--- src/rtl/pa_fpu_wb_pkg.sv ---
// Shared constants and types for the FMAU writeback collector: special-result
// encodings, select-vector bit positions and the writeback buffer entry layout.
package pa_fpu_wb_pkg;

    localparam logic [31:0] QNAN_CANON  = 32'h7FC00000;
    localparam logic [30:0] MAXNORM_MAG = 31'h7F7FFFFF;

    localparam int SEL_QNAN      = 0;
    localparam int SEL_INF       = 1;
    localparam int SEL_ZERO      = 2;
    localparam int SEL_MAXNORM   = 3;
    localparam int SEL_SRC0      = 4;
    localparam int SEL_SRC1      = 5;
    localparam int SEL_SRC2      = 6;
    localparam int SEL_SRC0_QNAN = 7;

    localparam int WB_DEPTH = 4;

    typedef struct packed {
        logic [4:0]  dst_reg;
        logic [31:0] data;
        logic [4:0]  fflags;
    } wb_entry_t;

endpackage

--- src/rtl/pa_fpu_wb_fifo.sv ---
// Four-entry in-order writeback buffer: up to three pushes per cycle (slot 0
// is oldest and lands first), one pop per cycle, occupancy count exported.
module pa_fpu_wb_fifo
    import pa_fpu_wb_pkg::*;
(
    input  logic            clk_i,
    input  logic            srst_i,
    input  logic [2:0]      push_vld_i,
    input  wb_entry_t [2:0] push_data_i,
    input  logic            pop_i,
    output wb_entry_t       head_o,
    output logic [2:0]      count_o
);

    logic [1:0] rd_ptr_q, rd_ptr_d;
    logic [1:0] wr_ptr_q, wr_ptr_d;
    logic [2:0] count_q, count_d;
    wb_entry_t  mem_q [WB_DEPTH];

    logic [1:0] slot0, slot1, slot2;
    logic [1:0] push_num;
    logic       pop_en;
    logic [WB_DEPTH-1:0] wr_en;
    wb_entry_t [WB_DEPTH-1:0] wr_data;

    // Pushes are packed together: each lands after the ones older than it.
    always_comb begin
        slot0    = wr_ptr_q;
        slot1    = wr_ptr_q + {1'b0, push_vld_i[0]};
        slot2    = wr_ptr_q + {1'b0, push_vld_i[0]} + {1'b0, push_vld_i[1]};
        push_num = {1'b0, push_vld_i[0]} + {1'b0, push_vld_i[1]} + {1'b0, push_vld_i[2]};
        pop_en   = pop_i && (count_q != 3'd0);
        wr_ptr_d = wr_ptr_q + push_num;
        rd_ptr_d = rd_ptr_q + {1'b0, pop_en};
        count_d  = count_q + {1'b0, push_num} - {2'b00, pop_en};
    end

    for (genvar gi = 0; gi < WB_DEPTH; gi++) begin : g_entry
        assign wr_en[gi] = (push_vld_i[0] && (slot0 == 2'(gi)))
                        || (push_vld_i[1] && (slot1 == 2'(gi)))
                        || (push_vld_i[2] && (slot2 == 2'(gi)));
        assign wr_data[gi] = (push_vld_i[2] && (slot2 == 2'(gi))) ? push_data_i[2] :
                             (push_vld_i[1] && (slot1 == 2'(gi))) ? push_data_i[1] :
                                                                    push_data_i[0];
    end

    always_ff @(posedge clk_i) begin
        if (srst_i) begin
            rd_ptr_q <= '0;
            wr_ptr_q <= '0;
            count_q  <= '0;
            for (int i = 0; i < WB_DEPTH; i++) begin
                mem_q[i] <= '0;
            end
        end else begin
            rd_ptr_q <= rd_ptr_d;
            wr_ptr_q <= wr_ptr_d;
            count_q  <= count_d;
            for (int i = 0; i < WB_DEPTH; i++) begin
                if (wr_en[i]) begin
                    mem_q[i] <= wr_data[i];
                end
            end
        end
    end

    assign head_o  = mem_q[rd_ptr_q];
    assign count_o = count_q;

endmodule

--- src/rtl/pa_fmau_wb.sv ---
// FMAU writeback collector: tracks destination tags through EX2..EX4, builds
// the EX1 special result, queues completions in order and keeps sticky fflags.
module pa_fmau_wb
    import pa_fpu_wb_pkg::*;
(
    input  logic        forever_cpuclk,
    input  logic        cpurst,
    input  logic [4:0]  idu_fpu_ex1_dst_reg,
    input  logic        ctrl_wb_ex1_pipe_down,
    input  logic        ctrl_wb_ex2_pipe_down,
    input  logic        ctrl_wb_ex3_pipe_down,
    input  logic        rtu_xx_ex1_cancel,
    input  logic        ctrl_xx_ex2_cancel,
    input  logic        ctrl_xx_ex4_stall,
    input  logic        fmau_fpu_ex1_cmplt,
    input  logic [7:0]  fmau_fpu_ex1_special_sel,
    input  logic [3:0]  fmau_fpu_ex1_special_sign,
    input  logic [4:0]  fmau_fpu_ex1_fflags,
    input  logic [31:0] idu_fpu_ex1_srcf0,
    input  logic [31:0] idu_fpu_ex1_srcf1,
    input  logic [31:0] dp_xx_ex1_srcf2,
    input  logic        fmau_fpu_ex3_result_vld,
    input  logic [31:0] fmau_fpu_ex3_result,
    input  logic [4:0]  fmau_fpu_ex3_fflags,
    input  logic [31:0] fmau_fpu_ex4_result,
    input  logic [4:0]  fmau_fpu_ex4_fflags,
    input  logic        rtu_fpu_wb_ready,
    input  logic        cp0_fpu_fflags_clr,
    output logic        fmau_wb_stall,
    output logic        fpu_rtu_wb_vld,
    output logic [4:0]  fpu_rtu_wb_reg,
    output logic [31:0] fpu_rtu_wb_data,
    output logic [4:0]  fpu_cp0_fflags
);

    logic       ex2_vld_q, ex2_vld_d, ex3_vld_q, ex3_vld_d, ex4_vld_q, ex4_vld_d;
    logic [4:0] ex2_tag_q, ex2_tag_d, ex3_tag_q, ex3_tag_d, ex4_tag_q, ex4_tag_d;
    logic [4:0] fflags_q, fflags_d;

    logic            ex4_push, ex3_push, ex1_push, wb_pop;
    logic [31:0]     special_cand [8];
    logic [31:0]     special_word;
    wb_entry_t [2:0] push_data;
    wb_entry_t       head;
    logic [2:0]      fifo_count;
    logic            sign3_unused;

    assign sign3_unused = fmau_fpu_ex1_special_sign[3];

    // Stall comes from the registered count only, so at most 1 + 3 pushes fit.
    assign fmau_wb_stall = (fifo_count >= 3'd2);
    assign ex4_push = ex4_vld_q && !ctrl_xx_ex4_stall && !fmau_wb_stall;
    assign ex3_push = fmau_fpu_ex3_result_vld && !fmau_wb_stall;
    assign ex1_push = fmau_fpu_ex1_cmplt && !rtu_xx_ex1_cancel && !fmau_wb_stall;

    always_comb begin
        ex2_vld_d = ex2_vld_q;
        ex2_tag_d = ex2_tag_q;
        ex3_vld_d = ex3_vld_q;
        ex3_tag_d = ex3_tag_q;
        ex4_vld_d = ex4_vld_q;
        ex4_tag_d = ex4_tag_q;
        if (ctrl_wb_ex1_pipe_down && !rtu_xx_ex1_cancel && !fmau_fpu_ex1_cmplt) begin
            ex2_vld_d = 1'b1;
            ex2_tag_d = idu_fpu_ex1_dst_reg;
        end else if (ctrl_wb_ex2_pipe_down) begin
            ex2_vld_d = 1'b0;
        end
        if (ctrl_wb_ex2_pipe_down && !ctrl_xx_ex2_cancel) begin
            ex3_vld_d = ex2_vld_q;
            ex3_tag_d = ex2_tag_q;
        end else if (ctrl_wb_ex3_pipe_down) begin
            ex3_vld_d = 1'b0;
        end
        if (ctrl_wb_ex3_pipe_down && !fmau_fpu_ex3_result_vld) begin
            ex4_vld_d = ex3_vld_q;
            ex4_tag_d = ex3_tag_q;
        end else if (ex4_push) begin
            ex4_vld_d = 1'b0;
        end
    end

    assign special_cand[SEL_QNAN]      = QNAN_CANON;
    assign special_cand[SEL_INF]       = {fmau_fpu_ex1_special_sign[0], 8'hFF, 23'h0};
    assign special_cand[SEL_ZERO]      = {fmau_fpu_ex1_special_sign[1], 31'h0};
    assign special_cand[SEL_MAXNORM]   = {fmau_fpu_ex1_special_sign[2], MAXNORM_MAG};
    assign special_cand[SEL_SRC0]      = idu_fpu_ex1_srcf0;
    assign special_cand[SEL_SRC1]      = idu_fpu_ex1_srcf1;
    assign special_cand[SEL_SRC2]      = dp_xx_ex1_srcf2;
    assign special_cand[SEL_SRC0_QNAN] = idu_fpu_ex1_srcf0 | 32'h0040_0000;

    // Scan from the top down so the lowest set select bit has the final word.
    always_comb begin
        special_word = '0;
        for (int i = 7; i >= 0; i--) begin
            if (fmau_fpu_ex1_special_sel[i]) begin
                special_word = special_cand[i];
            end
        end
    end

    assign push_data[0] = {ex4_tag_q, fmau_fpu_ex4_result, fmau_fpu_ex4_fflags};
    assign push_data[1] = {ex3_tag_q, fmau_fpu_ex3_result, fmau_fpu_ex3_fflags};
    assign push_data[2] = {idu_fpu_ex1_dst_reg, special_word, fmau_fpu_ex1_fflags};

    pa_fpu_wb_fifo u_fifo (
        .clk_i       (forever_cpuclk),
        .srst_i      (cpurst),
        .push_vld_i  ({ex1_push, ex3_push, ex4_push}),
        .push_data_i (push_data),
        .pop_i       (wb_pop),
        .head_o      (head),
        .count_o     (fifo_count)
    );

    assign fpu_rtu_wb_vld  = (fifo_count != 3'd0);
    assign fpu_rtu_wb_reg  = head.dst_reg;
    assign fpu_rtu_wb_data = head.data;
    assign wb_pop          = fpu_rtu_wb_vld && rtu_fpu_wb_ready;

    // A clear in the same cycle as a pop keeps only the popped flags.
    always_comb begin
        fflags_d = fflags_q;
        if (wb_pop) begin
            fflags_d = cp0_fpu_fflags_clr ? head.fflags : (fflags_q | head.fflags);
        end else if (cp0_fpu_fflags_clr) begin
            fflags_d = '0;
        end
    end

    always_ff @(posedge forever_cpuclk) begin
        if (cpurst) begin
            ex2_vld_q <= 1'b0;
            ex3_vld_q <= 1'b0;
            ex4_vld_q <= 1'b0;
            ex2_tag_q <= '0;
            ex3_tag_q <= '0;
            ex4_tag_q <= '0;
            fflags_q  <= '0;
        end else begin
            ex2_vld_q <= ex2_vld_d;
            ex3_vld_q <= ex3_vld_d;
            ex4_vld_q <= ex4_vld_d;
            ex2_tag_q <= ex2_tag_d;
            ex3_tag_q <= ex3_tag_d;
            ex4_tag_q <= ex4_tag_d;
            fflags_q  <= fflags_d;
        end
    end

    assign fpu_cp0_fflags = fflags_q;

endmodule

--- config.mk ---
export PLATFORM = sky130hd
export DESIGN_NAME = pa_fmau_wb
export DESIGN_NICKNAME = d
export VERILOG_FILES = /design/src/rtl/pa_fpu_wb_pkg.sv /design/src/rtl/pa_fpu_wb_fifo.sv /design/src/rtl/pa_fmau_wb.sv
export SDC_FILE = /design/constraint.sdc
export NUM_CORES = 1
export LEC_CHECK = 0
export ABC_AREA = 1
export BUFFER_PORTS_ARGS = -buffer_cell sky130_fd_sc_hd__buf_2
export CAP_MARGIN = 40
export CORE_UTILIZATION = 41
export CTS_BUF_LIST = sky130_fd_sc_hd__clkbuf_16
export DETAILED_ROUTE_END_ITERATION = 8
export HOLD_SLACK_MARGIN = 0.08
export PLACE_DENSITY_LB_ADDON = 0.05
export SYNTH_ARGS = -nofsm -noshare
export SYNTH_HDL_FRONTEND = slang
export SYNTH_SLANG_ARGS = --single-unit
--- constraint.sdc ---
create_clock -name forever_cpuclk -period 5.4 [get_ports forever_cpuclk]
set_input_delay 0.81 -clock forever_cpuclk [delete_from_list [all_inputs] [get_ports forever_cpuclk]]
set_output_delay 0.81 -clock forever_cpuclk [all_outputs]
set_load 0.005 [all_outputs]
==> results of run 1 <==
worst max path at each step:
stage,endpoint,slack (ns),cells past startpoint
after global placement,u_fifo.mem_q[2][15],1.34,12
after floorplan,u_fifo.mem_q[1][0],1.49,11
after CTS,u_fifo.mem_q[2][10],1.72,11
final,u_fifo.mem_q[2][10],1.70,11
after detailed placement,u_fifo.mem_q[2][15],1.31,12
after global routing,u_fifo.mem_q[2][10],1.54,11
synthesized netlist by cell type (all sizes together):
library cell and count:
clkbuf 61, nor3 1, o21ai 159, a31oi 1, clkinv 1, buf 77, ha 7, xor2 2
nand2 507, o22ai 42, a21oi 179, a21boi 2, o21a 1, nand3 115, edfxtp 168, xnor2 2
inv 87, o211ai 104, o21bai 5, fa 2, nor2 297, dfxtp 30
cells by family after synthesis:
logic type | share of synthesized area [%]
AND/OR/NAND/NOR | 27.9
AO/OA/AOI/OAI | 21.0
buffers and inverters | 7.45
flip-flops | 42.4
adder cells (fa/ha/maj) | 0.959
XOR/XNOR | 0.263
cell type report:
| type | count | area (um^2) | share of cell area, % |
|---|---|---|---|
| Antenna cell | 4 | 10.0 | 0.0653 |
| Multi-Input combinational cell | 1426 | 6710 | 43.8 |
| Timing Repair Buffer | 275 | 1610 | 10.5 |
| Inverter | 88 | 334 | 2.18 |
| Clock buffer | 17 | 425 | 2.77 |
| Clock inverter | 15 | 92.6 | 0.604 |
| Sequential cell | 198 | 5650 | 36.8 |
| Tap cell | 402 | 503 | 3.28 |
registers in the layout (all words and copies together), names as in the netlist:
name             cells
u_fifo.count_o       3
fpu_cp0_fflags       5
u_fifo.slot0         2
ex4_vld_q            1
ex4_tag_q            5
u_fifo.rd_ptr_q      2
ex2_tag_q            5
ex3_tag_q            5
u_fifo.mem_q       168
ex3_vld_q            1
ex2_vld_q            1
critical path, stage by stage, from the launching register on:
cell,delay (ns)
dfxtp_1,0.41
nor2_4,0.09
nand2_1,0.23
inv_1,0.08
ha_1,0.38
ha_1,0.22
inv_1,0.07
nand3_1,0.10
nand2_2,0.10
nand2_4,0.52
nand3_2,0.73
buf_4,0.48
power by group through the flow:
stage | Combinational [mW] | Clock [mW] | Sequential [mW]
floorplan | 1.56 | 0 | 2.18
global placement | 2.46 | 0 | 2.19
detailed placement | 2.56 | 0 | 2.19
CTS | 2.56 | 1.18 | 2.16
global route | 2.84 | 1.24 | 2.19
finish | 2.57 | 1.17 | 2.16
per-layer routing:
layer | GRT usage (%) | wire [um] | vias up
li1 | - | - | 6626
met1 | 37.9 | 20400 | 6316
met2 | 50.3 | 23100 | 573
met3 | 5.73 | 3880 | 72
met4 | 10.1 | 1050 | 0
met5 | 0 | 0 | -
metrics by stage:
stage | cell area [um^2] | std cells
6_report | 15300 | 2425
5_1_grt | 15300 | 2423
4_1_cts | 15300 | 2421
3_5_place_dp | 14800 | 2389
3_3_place_gp | 14600 | 2380
2_1_floorplan | 13300 | 1850
==> impl_metrics.py, run 1 <==
metrics = {
    "route": {
        "drtIter0Drc": 1413,
        "drc_errors": 0,
        "drtAntennaViolNets": 0,
        "first_pass_iters": 6,
        "drt_wl_total_um": 48500,
        "wl_per_cell_um": 20.0,
        "vias": 13600,
        "vias_per_cell": 5.60,
    },
    "yosys": {
        "synthTopCellsByArea": "edfxtp_1, nand2_1, nor2_1, a21oi_1, o211ai_1",
        "synthDistinctLibCells": 34,
        "avgSynthCellArea_um2": 7.19,
        "synth_top_area_cell": "edfxtp_1",
        "syn-num-nets": 2063,
        "synth-seq-cells": 198,
        "synthCells": 1850,
        "synth_top_area_share_pct": 37.9,
        "synth_seq_area_share_pct": 42.4,
        "synth_area_mm2": 0.0133,
        "ys_warn_count": 0,
    },
    "grt": {
        "grt_pass1_wl_um": 75000,
        "grt_max_degree": 73,
        "grt_pass1_vias": 13000,
        "grt_usage_pct": 29.7,
        "grt_overflow": 0,
        "antenna_found_initial": 4,
    },
    "cells_and_area": {
        "drive_gt1_share_pct": 16.9,
        "final_core_util_pct": 48.4,
        "layout_commonest_cell": "nand2_1",
        "final_cell_mix": "nand2_1, nor2_1, buf_2",
        "syn2layout_area_growth_pct": 15.2,
        "fin_nets": 2219,
        "nFillCells": 3224,
    },
    "timing": {
        "fin_crit_ns": 3.70,
        "tns_ns": 0,
        "hold_slack_ns": 0.463,
        "setup_viol": 0,
        "fin_ws_ns": 1.70,
        "slew_violations": 0,
        "tightest_slew_ns": 0.903,
        "hold_viol_final": 0,
        "grt_setup_unrepaired": "no",
        "fin_crit_sh_pct": 68.6,
        "fmax_mhz": 270,
        "fin_skew_ns": 0.00846,
        "slew_headroom_pct": 39.7,
    },
    "pwr": {
        "vdd_ir_drop_max_v": 0.000231,
        "p_leak_nw": 6.37,
        "switchingPower_mw": 2.40,
        "clkPwrFrac_pct": 19.8,
        "pwr-share-seq_pct": 36.7,
        "power_mw": 5.89,
        "power_density_mw_per_mm2": 384,
        "intPower_mw": 3.49,
        "comb_power_share_pct": 43.6,
        "switching_share_pct": 40.8,
    },
    "worst_hold_path": {
        "min_path_type": "reg -> reg",
        "whs_endpoint": "fpu_cp0_fflags[3]",
        "min_path_cells": 2,
        "holdCritStartpoint": "fpu_cp0_fflags[3]",
    },
    "floorplanning": {
        "dieHeight_um": 182,
        "fp.dieW_um": 182,
        "start_util_pct": 42.0,
        "die-area_mm2": 0.0332,
        "core-area_mm2": 0.0317,
        "ioPinCount": 248,
        "core.rowCount": 65,
    },
    "placed_design": {
        "hpwlAfterDp_um": 31900,
        "dpl_worst_slack_ns": 1.31,
        "gp_congestion": 0.861,
        "port_buffers": 246,
    },
    "clock_tree": {
        "clock_latency_ns": 0.44,
        "cts.htree.levels": 4,
        "cts_tree": "built",
        "cts.clk_slew.worst_paths_ns": 0.07,
        "post_cts_buffers": 0,
        "clockBufferDepth": 2,
        "clock-sinks": 198,
        "cts_resized": 0,
        "numCtsBuffers": 17,
        "postCtsHoldBufs": 0,
        "root_buffer": "clkbuf_16",
    },
    "critical_path": {
        "worst_setup_path_start_kind": "flip-flop",
        "r2r_cells": 11,
        "crit_type": "reg -> reg",
        "rrSetupSlack_ns": 1.70,
        "startpoint": "u_fifo.count_o[2]",
        "cp-end-kind": "flip-flop",
        "critPathRequiredTime_ns": 5.57,
        "rr_startpoint": "u_fifo.count_o[2]",
        "r2r_end": "u_fifo.mem_q[2][10]",
        "cp.arrival_ns": 3.87,
        "critPathMaxFanout": 46,
    },
    "run": {
        "cap_violations": 0,
    },
    "status": {
        "status": "completed",
    },
}
Power figures use the tool's default switching activity.
==> inputs of run 2 (changes only) <==
==> constraint.sdc (replaced) <==
create_clock -name forever_cpuclk -period 3.3 [get_ports forever_cpuclk]
set_input_delay 0.495 -clock forever_cpuclk [delete_from_list [all_inputs] [get_ports forever_cpuclk]]
set_output_delay 0.495 -clock forever_cpuclk [all_outputs]
set_load 0.005 [all_outputs]
==> run 2 against run 1 <==
  * Sequential power up 65%
  * Worst hold slack worse by 0.15 ns
  * Register-to-register slack worse by 1.1 ns
  * Largest power group unchanged
  * Sequential share of layout area down 0.44 points
==> impl_metrics.py, run 2 (synthesis gave the netlist of run 1 again) <==
metrics = {
    "cells_and_area": {
        "final_core_util_pct": 48.9,
        "regMostFlops": "u_fifo.mem_q",
        "largest_reg_flops": 168,
        "nFillCells": 3187,
        "layout_commonest_cell": "nand2_1",
        "final_cell_mix": "nand2_1, nor2_1, buf_2",
        "syn2layout_area_growth_pct": 16.6,
        "fin_nets": 2247,
        "drive_gt1_share_pct": 18.1,
    },
    "clock_tree": {
        "postCtsHoldBufs": 0,
        "cts_resized": 0,
        "cts_tree": "built",
        "cts.clk_slew.worst_paths_ns": 0.07,
        "numCtsBuffers": 17,
        "clockBufferDepth": 2,
        "root_buffer": "clkbuf_16",
        "clock_latency_ns": 0.45,
        "clock-sinks": 198,
        "cts.htree.levels": 4,
        "post_cts_buffers": 0,
    },
    "grt": {
        "grt_usage_pct": 30.4,
        "grt_pass1_vias": 13100,
        "grt_max_degree": 73,
        "grt_overflow": 0,
        "grt_pass1_wl_um": 76200,
        "antenna_found_initial": 4,
    },
    "critical_path": {
        "cp-end-kind": "flip-flop",
        "cp.arrival_ns": 3.03,
        "rr_startpoint": "u_fifo.count_o[1]",
        "critPathRequiredTime_ns": 3.59,
        "crit_type": "reg -> reg",
        "worst_setup_path_start_kind": "flip-flop",
        "critPathMaxFanout": 19,
        "startpoint": "u_fifo.count_o[1]",
    },
    "pwr": {
        "pwr-share-seq_pct": 36.4,
        "switchingPower_mw": 3.98,
        "vdd_ir_drop_max_v": 0.000438,
        "clkPwrFrac_pct": 20.2,
        "intPower_mw": 5.83,
        "power_density_mw_per_mm2": 632,
        "comb_power_share_pct": 43.4,
        "switching_share_pct": 40.5,
        "p_leak_nw": 6.48,
    },
    "route": {
        "drtAntennaViolNets": 0,
        "wl_per_cell_um": 20.5,
        "drt_wl_total_um": 50200,
        "drtIter0Drc": 1341,
        "first_pass_iters": 6,
        "vias": 13900,
        "vias_per_cell": 5.65,
        "drc_errors": 0,
    },
    "floorplanning": {
        "core.rowCount": 65,
        "core-area_mm2": 0.0317,
        "ioPinCount": 248,
        "fp.dieW_um": 182,
        "dieHeight_um": 182,
        "start_util_pct": 42.0,
        "die-area_mm2": 0.0332,
    },
    "timing": {
        "grt_setup_unrepaired": "no",
        "fin_crit_ns": 2.74,
        "fmax_mhz": 365,
        "slew_headroom_pct": 46.3,
        "fin_skew_ns": 0.0120,
        "setup_viol": 0,
        "tightest_slew_ns": 0.805,
        "fin_crit_sh_pct": 83.0,
        "tns_ns": 0,
        "slew_violations": 0,
        "hold_viol_final": 0,
    },
    "run": {
        "cap_violations": 0,
    },
    "placed_design": {
        "port_buffers": 246,
        "gp_congestion": 0.893,
        "hpwlAfterDp_um": 32800,
    },
    "worst_hold_path": {
        "min_path_type": "in -> reg",
        "holdCritStartpoint": "ctrl_wb_ex2_pipe_down",
    },
    "status": {
        "status": "completed",
    },
}
-- run 2: critical path, cell delays in order (launching register included) --
cell     delay (ns)
dfxtp_1        0.34
nor2_4         0.20
nand2_1        0.10
inv_1          0.06
ha_1           0.28
ha_1           0.34
nor2_2         0.21
nand2_4        0.22
inv_2          0.31
buf_12         0.21
nand3_1        0.10
a21oi_1        0.20
-- run 2: final timing paths --
path | slack (ns) | end | cells after the start
setup reg to reg | 0.56 | u_fifo.mem_q[2][14] | 11
hold / removal | 0.31 | ex2_vld_q | 4
hold reg to reg | 0.46 | fpu_cp0_fflags[2] | 2
setup / recovery | 0.56 | u_fifo.mem_q[2][14] | 11
-- run 2: metal layers --
layer  part of all wire (%)  vias up  global-route usage, %  wire, um
li1                       -     6669                      -         -
met4                    2.9        4                   10.7      1450
met1                     43     6420                   40.1     21300
met5                  0.044        -                      0        22
met2                     46      659                   50.0     23000
met3                    8.6      101                   5.35      4320
-- run 2: stage by stage --
step	total power [mW]	instances	instance area [um^2]	hold WS [ns]	setup WS (ns)
after floorplan	6.12	1850	13300	0.430	0.243
after global placement	7.82	2416	15000	0.449	0.444
after detailed placement	7.86	2417	15000	0.450	0.435
after CTS	9.81	2448	15500	0.297	0.566
after global routing	10.4	2448	15500	0.333	0.320
final	9.81	2450	15500	0.313	0.561
-- run 2: cell type report --
class                   count  area (um^2)  share of cell area, %
diodes                      2         5.00                 0.0322
clock buffers              17          425                   2.74
clock inverters            14          111                  0.717
inverters                  88          333                   2.14
multi-input cells        1426         6710                   43.2
flip-flops and latches    198         5650                   36.4
well taps                 402          503                   3.24
repair buffers            303         1790                   11.5
-- run 2: power groups by stage --
stage                     Sequential, mW  Clock, mW  Combinational, mW
after CTS                           3.57       2.00               4.24
after global routing                3.62       2.07               4.70
after floorplan                     3.56          0               2.56
after global placement              3.62          0               4.20
final                               3.57       1.98               4.26
after detailed placement            3.62          0               4.24
